==> config.mk <==
export PLATFORM = sky130hd
export DESIGN_NAME = fp16_result_serializer
export DESIGN_NICKNAME = d
export VERILOG_FILES = /design/src/rtl/fp16_result_serializer.sv
export SDC_FILE = /design/constraint.sdc
export NUM_CORES = 1
export LEC_CHECK = 0
export ABC_AREA = 0
export BUFFER_PORTS_ARGS = -buffer_cell sky130_fd_sc_hd__buf_4
export CORE_ASPECT_RATIO = 1.25
export CORE_MARGIN = 1
export CORE_UTILIZATION = 30
export CTS_CLUSTER_DIAMETER = 30
export CTS_CLUSTER_SIZE = 40
export DETAILED_ROUTE_END_ITERATION = 6
export MAX_ROUTING_LAYER = met4
export PLACE_DENSITY = 0.57
export SYNTH_ARGS = -nofsm -noshare
export SYNTH_HDL_FRONTEND = slang
export SYNTH_SLANG_ARGS = --single-unit
==> constraint.sdc <==
create_clock -name clk -period 5.1 [get_ports clk]
set_input_delay 0.255 -clock clk [delete_from_list [all_inputs] [get_ports clk]]
set_output_delay 0.255 -clock clk [all_outputs]
set_load 0.03 [all_outputs]
==> src/rtl/fp16_result_serializer.sv <==
// -----------------------------------------------------------------------------
// fp16_result_serializer
//
// Transmit side of the byte-serial result interface. Completed FP16 result
// words from the multiplier core are buffered in a small FIFO and sent out as
// bytes, low byte first, under a valid/ready handshake towards the pad mux.
// Data is passed through bit-exact (no FP interpretation).
//
// Build option:
//   SER_HEADER_EN  when defined, every word is framed as HDR_BYTE, low byte,
//                  high byte. When undefined, the header state and HDR_BYTE
//                  parameter do not exist and frames are low byte, high byte.
//
// Ports:
//   clk        in   clock, all state updates on the rising edge
//   rst        in   synchronous reset, active-high
//   in_data    in   [WORD_W] result word from the core
//   in_valid   in   in_data is valid
//   in_ready   out  FIFO can accept (push = in_valid & in_ready); 0 during rst
//   out_byte   out  [BYTE_W] current output byte (registered)
//   out_valid  out  out_byte is valid (registered)
//   out_ready  in   sink accepts (pop = out_valid & out_ready)
//   out_last   out  marks the high (final) byte of a word (registered)
//   level      out  [$clog2(DEPTH)+1] FIFO occupancy, excluding the word
//                   currently being shifted out
//   busy       out  a word is being shifted out or the FIFO is non-empty
// -----------------------------------------------------------------------------
module fp16_result_serializer #(
    parameter int WORD_W = 16,
    parameter int BYTE_W = 8,
    parameter int DEPTH  = 2
`ifdef SER_HEADER_EN
    ,
    parameter logic [BYTE_W-1:0] HDR_BYTE = 8'hA5
`endif
) (
    input  logic                     clk,
    input  logic                     rst,
    input  logic [WORD_W-1:0]        in_data,
    input  logic                     in_valid,
    output logic                     in_ready,
    output logic [BYTE_W-1:0]        out_byte,
    output logic                     out_valid,
    input  logic                     out_ready,
    output logic                     out_last,
    output logic [$clog2(DEPTH):0]   level,
    output logic                     busy
);

    localparam int PTR_W = $clog2(DEPTH);
    localparam int LVL_W = PTR_W + 1;

`ifdef SER_HEADER_EN
    typedef enum logic [1:0] {
        ST_IDLE = 2'd0,
        ST_LO   = 2'd1,
        ST_HI   = 2'd2,
        ST_HDR  = 2'd3
    } state_t;
    // A freshly loaded word starts with its sync byte.
    localparam state_t ST_FIRST = ST_HDR;
`else
    typedef enum logic [1:0] {
        ST_IDLE = 2'd0,
        ST_LO   = 2'd1,
        ST_HI   = 2'd2
    } state_t;
    localparam state_t ST_FIRST = ST_LO;
`endif

    // FIFO storage and control
    logic [WORD_W-1:0] mem_q [DEPTH];
    logic [PTR_W-1:0]  wr_ptr_q, wr_ptr_d;
    logic [PTR_W-1:0]  rd_ptr_q, rd_ptr_d;
    logic [LVL_W-1:0]  count_q, count_d;
    logic              full;
    logic              push;
    logic              pop;
    logic [WORD_W-1:0] head;

    // Serializer
    state_t            state_q, state_d;
    logic [WORD_W-1:0] word_q, word_d;
    logic [BYTE_W-1:0] out_byte_q, out_byte_d;
    logic              out_valid_q, out_valid_d;
    logic              out_last_q, out_last_d;
    logic              busy_q, busy_d;
    logic              byte_pop;

    assign full     = (count_q == LVL_W'(DEPTH));
    // No pass-through when full: a pop on the same edge does not free a slot
    // for the incoming word.
    assign in_ready = ~full & ~rst;
    assign push     = in_valid & in_ready;
    assign head     = mem_q[rd_ptr_q];
    assign byte_pop = out_valid_q & out_ready;

    // Next-state and registered-output logic
    always_comb begin
        state_d = state_q;
        word_d  = word_q;
        pop     = 1'b0;

        case (state_q)
            ST_IDLE: begin
                if (count_q != '0) begin
                    pop     = 1'b1;
                    word_d  = head;
                    state_d = ST_FIRST;
                end
            end
`ifdef SER_HEADER_EN
            ST_HDR: begin
                if (byte_pop) begin
                    state_d = ST_LO;
                end
            end
`endif
            ST_LO: begin
                if (byte_pop) begin
                    state_d = ST_HI;
                end
            end
            ST_HI: begin
                if (byte_pop) begin
                    // Chain straight into the next word to avoid a bubble.
                    if (count_q != '0) begin
                        pop     = 1'b1;
                        word_d  = head;
                        state_d = ST_FIRST;
                    end else begin
                        state_d = ST_IDLE;
                    end
                end
            end
            default: state_d = ST_IDLE;
        endcase

        // Outputs are derived from the next state so they can be registered;
        // during a stall state_d/word_d equal the current values, so the
        // output registers hold.
        out_valid_d = 1'b1;
        out_last_d  = 1'b0;
        out_byte_d  = '0;
        case (state_d)
            ST_IDLE: out_valid_d = 1'b0;
`ifdef SER_HEADER_EN
            ST_HDR:  out_byte_d = HDR_BYTE;
`endif
            ST_LO:   out_byte_d = word_d[BYTE_W-1:0];
            ST_HI: begin
                out_byte_d = word_d[WORD_W-1:BYTE_W];
                out_last_d = 1'b1;
            end
            default: out_valid_d = 1'b0;
        endcase
    end

    // FIFO pointer and occupancy update
    always_comb begin
        wr_ptr_d = wr_ptr_q;
        rd_ptr_d = rd_ptr_q;
        count_d  = count_q;
        if (push) begin
            wr_ptr_d = wr_ptr_q + PTR_W'(1);
        end
        if (pop) begin
            rd_ptr_d = rd_ptr_q + PTR_W'(1);
        end
        case ({push, pop})
            2'b10:   count_d = count_q + LVL_W'(1);
            2'b01:   count_d = count_q - LVL_W'(1);
            default: count_d = count_q;
        endcase
        busy_d = (state_d != ST_IDLE) || (count_d != '0);
    end

    // Control state; reset drops any partial word and all FIFO contents.
    always_ff @(posedge clk) begin
        if (rst) begin
            state_q     <= ST_IDLE;
            wr_ptr_q    <= '0;
            rd_ptr_q    <= '0;
            count_q     <= '0;
            out_byte_q  <= '0;
            out_valid_q <= 1'b0;
            out_last_q  <= 1'b0;
            busy_q      <= 1'b0;
        end else begin
            state_q     <= state_d;
            wr_ptr_q    <= wr_ptr_d;
            rd_ptr_q    <= rd_ptr_d;
            count_q     <= count_d;
            out_byte_q  <= out_byte_d;
            out_valid_q <= out_valid_d;
            out_last_q  <= out_last_d;
            busy_q      <= busy_d;
        end
    end

    // Data storage carries no reset; it is only read under valid control.
    always_ff @(posedge clk) begin
        if (push) begin
            mem_q[wr_ptr_q] <= in_data;
        end
        word_q <= word_d;
    end

    assign out_byte  = out_byte_q;
    assign out_valid = out_valid_q;
    assign out_last  = out_last_q;
    assign level     = count_q;
    assign busy      = busy_q;

endmodule

==> key figures, run 1 <==
Timing
  • Max Freq: 448 MHz
  • Final hold vios: 0
  • Minimum clock period: 2230 ps
  • Hold WS: 107 ps
  • Final period util: 0.438
  • Final setup viols: 0
  • Fin. max-slew vios: 0
  • Slew Limit Headroom: 0.367
  • RSZ-0062 raised after global routing: false
  • Total negative setup slack: 0 ps
  • Worst Tran Pin Value: 949 ps
  • Clock Skews: 7.63 ps

Synth
  • Yosys warnings: 0
  • Cell count after synthesis: 189
  • Cell area after synthesis: 2720 sq um
  • Sequential fraction of the synthesis area: 0.603
  • Yosys cell types: 34
  • Syn_area_per_cell: 14.4 sq um
  • #FFs+latches synth: 66
  • Synth Net Count: 213

Worst setup path
  • CP max stage delay: 420 ps
  • Critical-path cell list: o21ba_2 -> o21ai_1 -> ha_1 -> and3b_1 -> a22oi_1 -> a21oi_1
  • Setup crit start: level[1]$_SDFF_PP0_
  • Crit path launch type: register
  • Reg2Reg Setup Slack: 2870 ps
  • WP data required: 5350 ps
  • Worst Setup EP: out_byte[2]$_SDFF_PP0_
  • Crit Path Category: register to register
  • R2R depth: 6
  • Reg-to-reg endpoint: out_byte[2]$_SDFF_PP0_
  • CP max FO: 10
  • Worst R2R Start: level[1]$_SDFF_PP0_
  • Critical-path top delay cell: ha_1
  • CP arrival: 2480 ps
  • Worst Setup End Kind: register

Cells and area
  • Area growth from synthesis to layout: 17.2%
  • Fin util: 0.365
  • Final Net Count: 245
  • N_diodes: 0
  • Fraction of layout cells with a size suffix above 1: 0.363

Drt
  • Vias per Instance: 4.45
  • Post-route ant nets: 0
  • Detailed Routing Iterations Pass 1: 4
  • DR iter-0 viols: 90
  • DRC viols: 0
  • Post-DR wirelength/cell: 13.6 um
  • Vias: 1538
  • Routed WL: 4720 um

Clocking
  • CTS H-tree lvls: 3
  • # Post-CTS Setup Buffers: 0
  • CTS max path bufs: 2
  • CTS Buf Count: 9
  • Worst-path clk slew: 70 ps
  • Clock Sinks: 66
  • # resized after CTS: 0
  • Hold buffers post-CTS: 0
  • CTS tree: yes
  • CTS Root Buffer Type: clkbuf_8
  • Clk_lat worst skew: 330 ps

Floorplan
  • Die Height: 108 um
  • Die Wd: 87.2 um
  • Die area: 9450 sq um
  • Top Ports: 34
  • Starting Density: 0.311
  • Core ar.: 8750 sq um
  • Site Rows: 38

Placement
  • Port Buffers: 33
  • HPWL after DPL: 3260 um
  • Placer Congestion: 0.740

GRT
  • Initial antenna violation count: 0
  • Tot GR Track Use: 0.116
  • Vias in the first global route: 1522
  • Pin count of the biggest net entering global routing: 26
  • First-pass GRT wire length: 7690 um
  • GR Overflow Total: 0

Run status
  • Status: completed

Power
  • Peak supply drop: 0.135 mV
  • Leak: 0.00124 uW
  • P per Cell Area: 546 nW/um^2

Run
  • Max-cap check violation count: 0

Min path
  • Hold Path Class: primary input to register
[layer usage]
| layer | track usage | wire [um] |
|---|---|---|
| met1 | 0.131 | 2170 |
| met2 | 0.180 | 2330 |
| met3 | 0.0412 | 174 |
| met4 | 0.0597 | 35 |
| met5 | - | 0 |
[worst max-delay path: cells and delay by family, from the launching register on]
| family | cells | cell delay (ps) |
|---|---|---|
| adder cells (fa/ha/maj) | 1 | 420 |
| flip-flops | 1 | 380 |
| AND/OR/NAND/NOR | 1 | 410 |
| AO/OA/AOI/OAI | 4 | 940 |
[flip-flops by register name, indices dropped and copies added, names as in the netlist, named ones only]
| signal | cells |
|---|---|
| level | 2 |
| wr_ptr_q | 1 |
| mem_q | 32 |
| busy | 1 |
| out_valid | 1 |
| out_byte | 8 |
| state_q | 2 |
| out_last | 1 |
| rd_ptr_q | 1 |
| word_q | 16 |
[cell usage after synthesis]
cell type  instances  area [sq um]
dfxtp_1           34           681
edfxtp_1          32           961
mux2_4            21           315
a22oi_1           16           120
a21oi_1           14          70.1
mux2_2            11           124
a22o_1             9          78.8
nor2b_1            6          37.5
buf_2              4          20.0
clkbuf_1           4          15.0
ha_1               4          50.1
inv_1              4          15.0
nor2_1             4          15.0
or3_1              3          18.8
and3b_1            2          17.5
buf_6              2          22.5
o21ai_0            2          10.0
a21bo_2            1          10.0
a21boi_0           1          7.51
a21boi_2           1          11.3
and3_1             1          6.26
and4b_1            1          10.0
buf_12             1          20.0
clkbuf_2           1          5.00
nand2_1            1          3.75
nor2_4             1          11.3
nor3_1             1          5.00
o21ai_1            1          5.00
o21ba_2            1          10.0
o21bai_2           1          11.3
o31ai_1            1          7.51
or4_1              1          7.51
xnor2_1            1          8.76
xor2_1             1          8.76
[logic make-up after synthesis]
kind of cell	Yosys count	synth area share
simple gates	21	0.0488
xor+xnor	2	0.00644
mux	32	0.161
compound gates	48	0.126
flops	66	0.603
buf+inv	16	0.0359
fa+ha+maj	4	0.0184
[cell usage in the layout, fill, tap and decap left out, drive strengths merged]
cell type  netlist  final
clkbuf           5     12
a21boi           2      2
buf              7     33
a22oi           16     16
and3b            2      2
or4              1      1
or3              3      3
edfxtp          32     32
xor2             1      1
o21ai            3      3
ha               4      4
xnor2            1      1
and4b            1      1
nor3             1      1
o21ba            1      1
clkinv           0      4
inv              4      4
nand2            1      1
and3             1      1
dfxtp           34     34
a22o             9      9
o21bai           1      1
nor2             5      5
o31ai            1      1
a21bo            1      1
nor2b            6      6
mux2            32     32
a21oi           14     14
[report_power, final]
| group | internal [uW] | total (uW) | switching (uW) | leakage (uW) |
|---|---|---|---|---|
| clock network | 173 | 350 | 178 | 0.0000816 |
| logic | 327 | 619 | 292 | 0.000579 |
| registers | 690 | 772 | 82.0 | 0.000577 |
| total | 1190 | 1740 | 552 | 0.00124 |
[metrics by stage]
| stage | instances | setup WS [ps] | power [uW] | area, sq um |
|---|---|---|---|---|
| 2_1_floorplan | 189 | 2930 | 1280 | 2720 |
| 4_1_cts | 346 | 2880 | 1760 | 3190 |
| 5_1_grt | 346 | 2660 | 1850 | 3190 |
| 3_3_place_gp | 330 | 2930 | 1400 | 3040 |
| 6_report | 346 | 2870 | 1740 | 3190 |
| 3_5_place_dp | 330 | 2900 | 1400 | 3040 |
[cell type report]
type / count / area, sq um
Sequential cell: 66 / 1640
Inverter: 4 / 15.0
Tap cell: 120 / 150
Fill cell: 879 / 5560
Timing Repair Buffer: 33 / 248
Clock inverter: 4 / 18.8
Clock buffer: 12 / 135
Multi-Input combinational cell: 107 / 981
[worst min-delay path by stage]
stage,startpoint,to,slack (ps),depth (start not counted)
after CTS,in_data[1],mem_q[0][1]$_DFFE_PP_,80,1
after global routing,in_data[6],mem_q[1][6]$_DFFE_PP_,70,1
after floorplan,in_data[0],mem_q[0][0]$_DFFE_PP_,350,0
after global placement,in_data[14],mem_q[0][14]$_DFFE_PP_,440,1
final,in_data[3],mem_q[0][3]$_DFFE_PP_,110,1
after detailed placement,in_data[1],mem_q[0][1]$_DFFE_PP_,440,1
Note: power is estimated with default switching activity, not from simulation.
==> run 2, diff against run 1 <==
--- a/config.mk
+++ b/config.mk
@@ -14,7 +14,7 @@
 export CTS_CLUSTER_SIZE = 40
 export DETAILED_ROUTE_END_ITERATION = 6
 export MAX_ROUTING_LAYER = met4
-export PLACE_DENSITY = 0.57
+export PLACE_DENSITY = 0.58
 export SYNTH_ARGS = -nofsm -noshare
 export SYNTH_HDL_FRONTEND = slang
 export SYNTH_SLANG_ARGS = --single-unit
==> constraint.sdc (replaced) <==
create_clock -name clk -period 2 [get_ports clk]
set_input_delay 0.1 -clock clk [delete_from_list [all_inputs] [get_ports clk]]
set_output_delay 0.1 -clock clk [all_outputs]
set_load 0.03 [all_outputs]
==> key figures, run 2 (synthesis gave the netlist of run 1 again) <==
Run status
  • Status: completed

Timing
  • Final setup viols: 0
  • Total negative setup slack: 0 ps
  • Slew Limit Headroom: 0.760
  • Final period util: 0.946
  • Worst Tran Pin Value: 360 ps
  • Final hold vios: 0
  • Minimum clock period: 1890 ps
  • Clock Skews: 6.75 ps
  • Max Freq: 528 MHz
  • RSZ-0062 raised after global routing: false
  • Fin. max-slew vios: 0

Clocking
  • CTS Root Buffer Type: clkbuf_8
  • CTS H-tree lvls: 3
  • CTS max path bufs: 2
  • # Post-CTS Setup Buffers: 0
  • Clk_lat worst skew: 340 ps
  • Worst-path clk slew: 70 ps
  • CTS Buf Count: 9
  • CTS tree: yes
  • Clock Sinks: 66

Power
  • Internal: 3510 uW
  • Peak supply drop: 0.374 mV
  • Power Total: 5000 uW
  • Part of the power in registers: 0.388
  • Clock power share: 0.268
  • Leak: 0.00138 uW
  • P_sw: 1490 uW
  • Combinational share of power: 0.344
  • Switching part of the total: 0.297
  • P per Cell Area: 1420 nW/um^2

Worst setup path
  • CP Depth: 7
  • Reg-to-reg endpoint: out_byte[6]$_SDFF_PP0_
  • Worst Setup EP: out_byte[6]$_SDFF_PP0_
  • Largest delay share family, worst path: compound AO/OA/AOI/OAI gates
  • CP max stage delay: 380 ps
  • Crit path launch type: register
  • CP arrival: 2110 ps
  • CP max FO: 8
  • Critical-path cell list: o21ba_2 -> o21ai_2 -> inv_1 -> ha_1 -> and3b_2 -> a22oi_1 -> a21oi_1
  • Critical-path top delay cell: dfxtp_4
  • WP data required: 2220 ps
  • Setup crit start: level[1]$_SDFF_PP0_
  • Reg2Reg Setup Slack: 110 ps
  • R2R depth: 7
  • Worst R2R Start: level[1]$_SDFF_PP0_
  • Critical path buffers and inverters: 1
  • Crit Path Category: register to register
  • Worst Setup End Kind: register

Cells and area
  • N_diodes: 0
  • Register area: 1650 sq um
  • Final Net Count: 269
  • Fraction of layout cells with a size suffix above 1: 0.416
  • Finished Layout Cells: 370
  • FILL cells: 877
  • Area growth from synthesis to layout: 29.5%
  • Area of the multi-input gates: 1000 sq um
  • Largest Register: mem_q
  • Max FFs per register: 32
  • Commonest non-fill, non-tap cell in the layout: buf_4
  • Fin util: 0.403
  • Most frequent cells in the layout: buf_4, edfxtp_1, dfxtp_1

Floorplan
  • Die area: 9450 sq um
  • Site Rows: 38
  • Die Wd: 87.2 um
  • Die Height: 108 um
  • Core ar.: 8750 sq um
  • Starting Density: 0.311
  • Top Ports: 34

GRT
  • First-pass GRT wire length: 7950 um
  • Tot GR Track Use: 0.118
  • GR Overflow Total: 0
  • Vias in the first global route: 1709
  • Pin count of the biggest net entering global routing: 25
  • Initial antenna violation count: 0

Drt
  • Routed WL: 4910 um
  • Post-DR wirelength/cell: 13.3 um
  • Post-route ant nets: 0
  • Vias: 1669
  • Detailed Routing Iterations Pass 1: 4
  • DRC viols: 0
  • DR iter-0 viols: 93
  • Vias per Instance: 4.51

Min path
  • Hold Path Class: primary input to register
  • HP Start: rst

Placement
  • Placed Instances: 338
  • Placer Congestion: 0.734
  • HPWL after DPL: 3270 um
  • Port Buffers: 33

Run
  • Max-cap check violation count: 0
## run 2: cell count changes in the layout (fill, tap and decap cells not counted), moves of 3 or more
| cell | delta |
|---|---|
| clkinvlp_4 | +3 |
| dlygate4sd3_1 | +16 |
| clkbuf_1 | -3 |
| dfxtp_1 | -3 |
| buf_4 | +8 |
| bufinv_16 | +3 |
## run 2: power groups by stage
stage	Clock (uW)	Sequential [uW]	Combinational [uW]
floorplan	0	2090	1180
global placement	0	1960	1660
detailed placement	0	1970	1690
CTS	1380	1940	1730
global route	1430	1970	1860
finish	1340	1940	1720
## run 2: layout make-up
cell class | count | share of cell area
multi-input cells | 107 | 0.284
flip-flops and latches | 66 | 0.468
inverters | 4 | 0.00426
clock buffers | 9 | 0.0352
repair buffers | 57 | 0.133
clock inverters | 7 | 0.0334
well taps | 120 | 0.0426
## run 2: timing repair
| action | CTS | global route |
|---|---|---|
| pin swaps | 0 | 1 |
| hold endpoints to repair | 32 | 0 |
| hold buffers | 16 | 0 |
| resized for setup | 1 | 6 |
| setup endpoints to repair | 4 | 8 |
## run 2: worst min path at each step
stage                                  end  depth (start not counted)
detailed placement  mem_q[1][13]$_DFFE_PP_                          1
floorplan            mem_q[0][0]$_DFFE_PP_                          0
global route           level[1]$_SDFF_PP0_                          2
global placement     mem_q[0][3]$_DFFE_PP_                          1
CTS                    level[1]$_SDFF_PP0_                          2
finish                 level[1]$_SDFF_PP0_                          2
## run 2: stage by stage
stage	setup WS [ps]	hold WS, ps	cell area [sq um]
after detailed placement	45.0	290	3110
final	108	35.0	3520
after global routing	3.26	30.4	3520
after CTS	19.2	14.5	3510
after global placement	22.2	286	3110
after floorplan	9.69	199	2730
## run 2: per-layer routing
layer  global-route usage  part of all wire  vias up
li1                     -                 -      820
met1                0.129              0.44      809
met2                0.188              0.49       34
met3               0.0305             0.042        6
met4               0.0773             0.022        0
met5                    -                 0        -
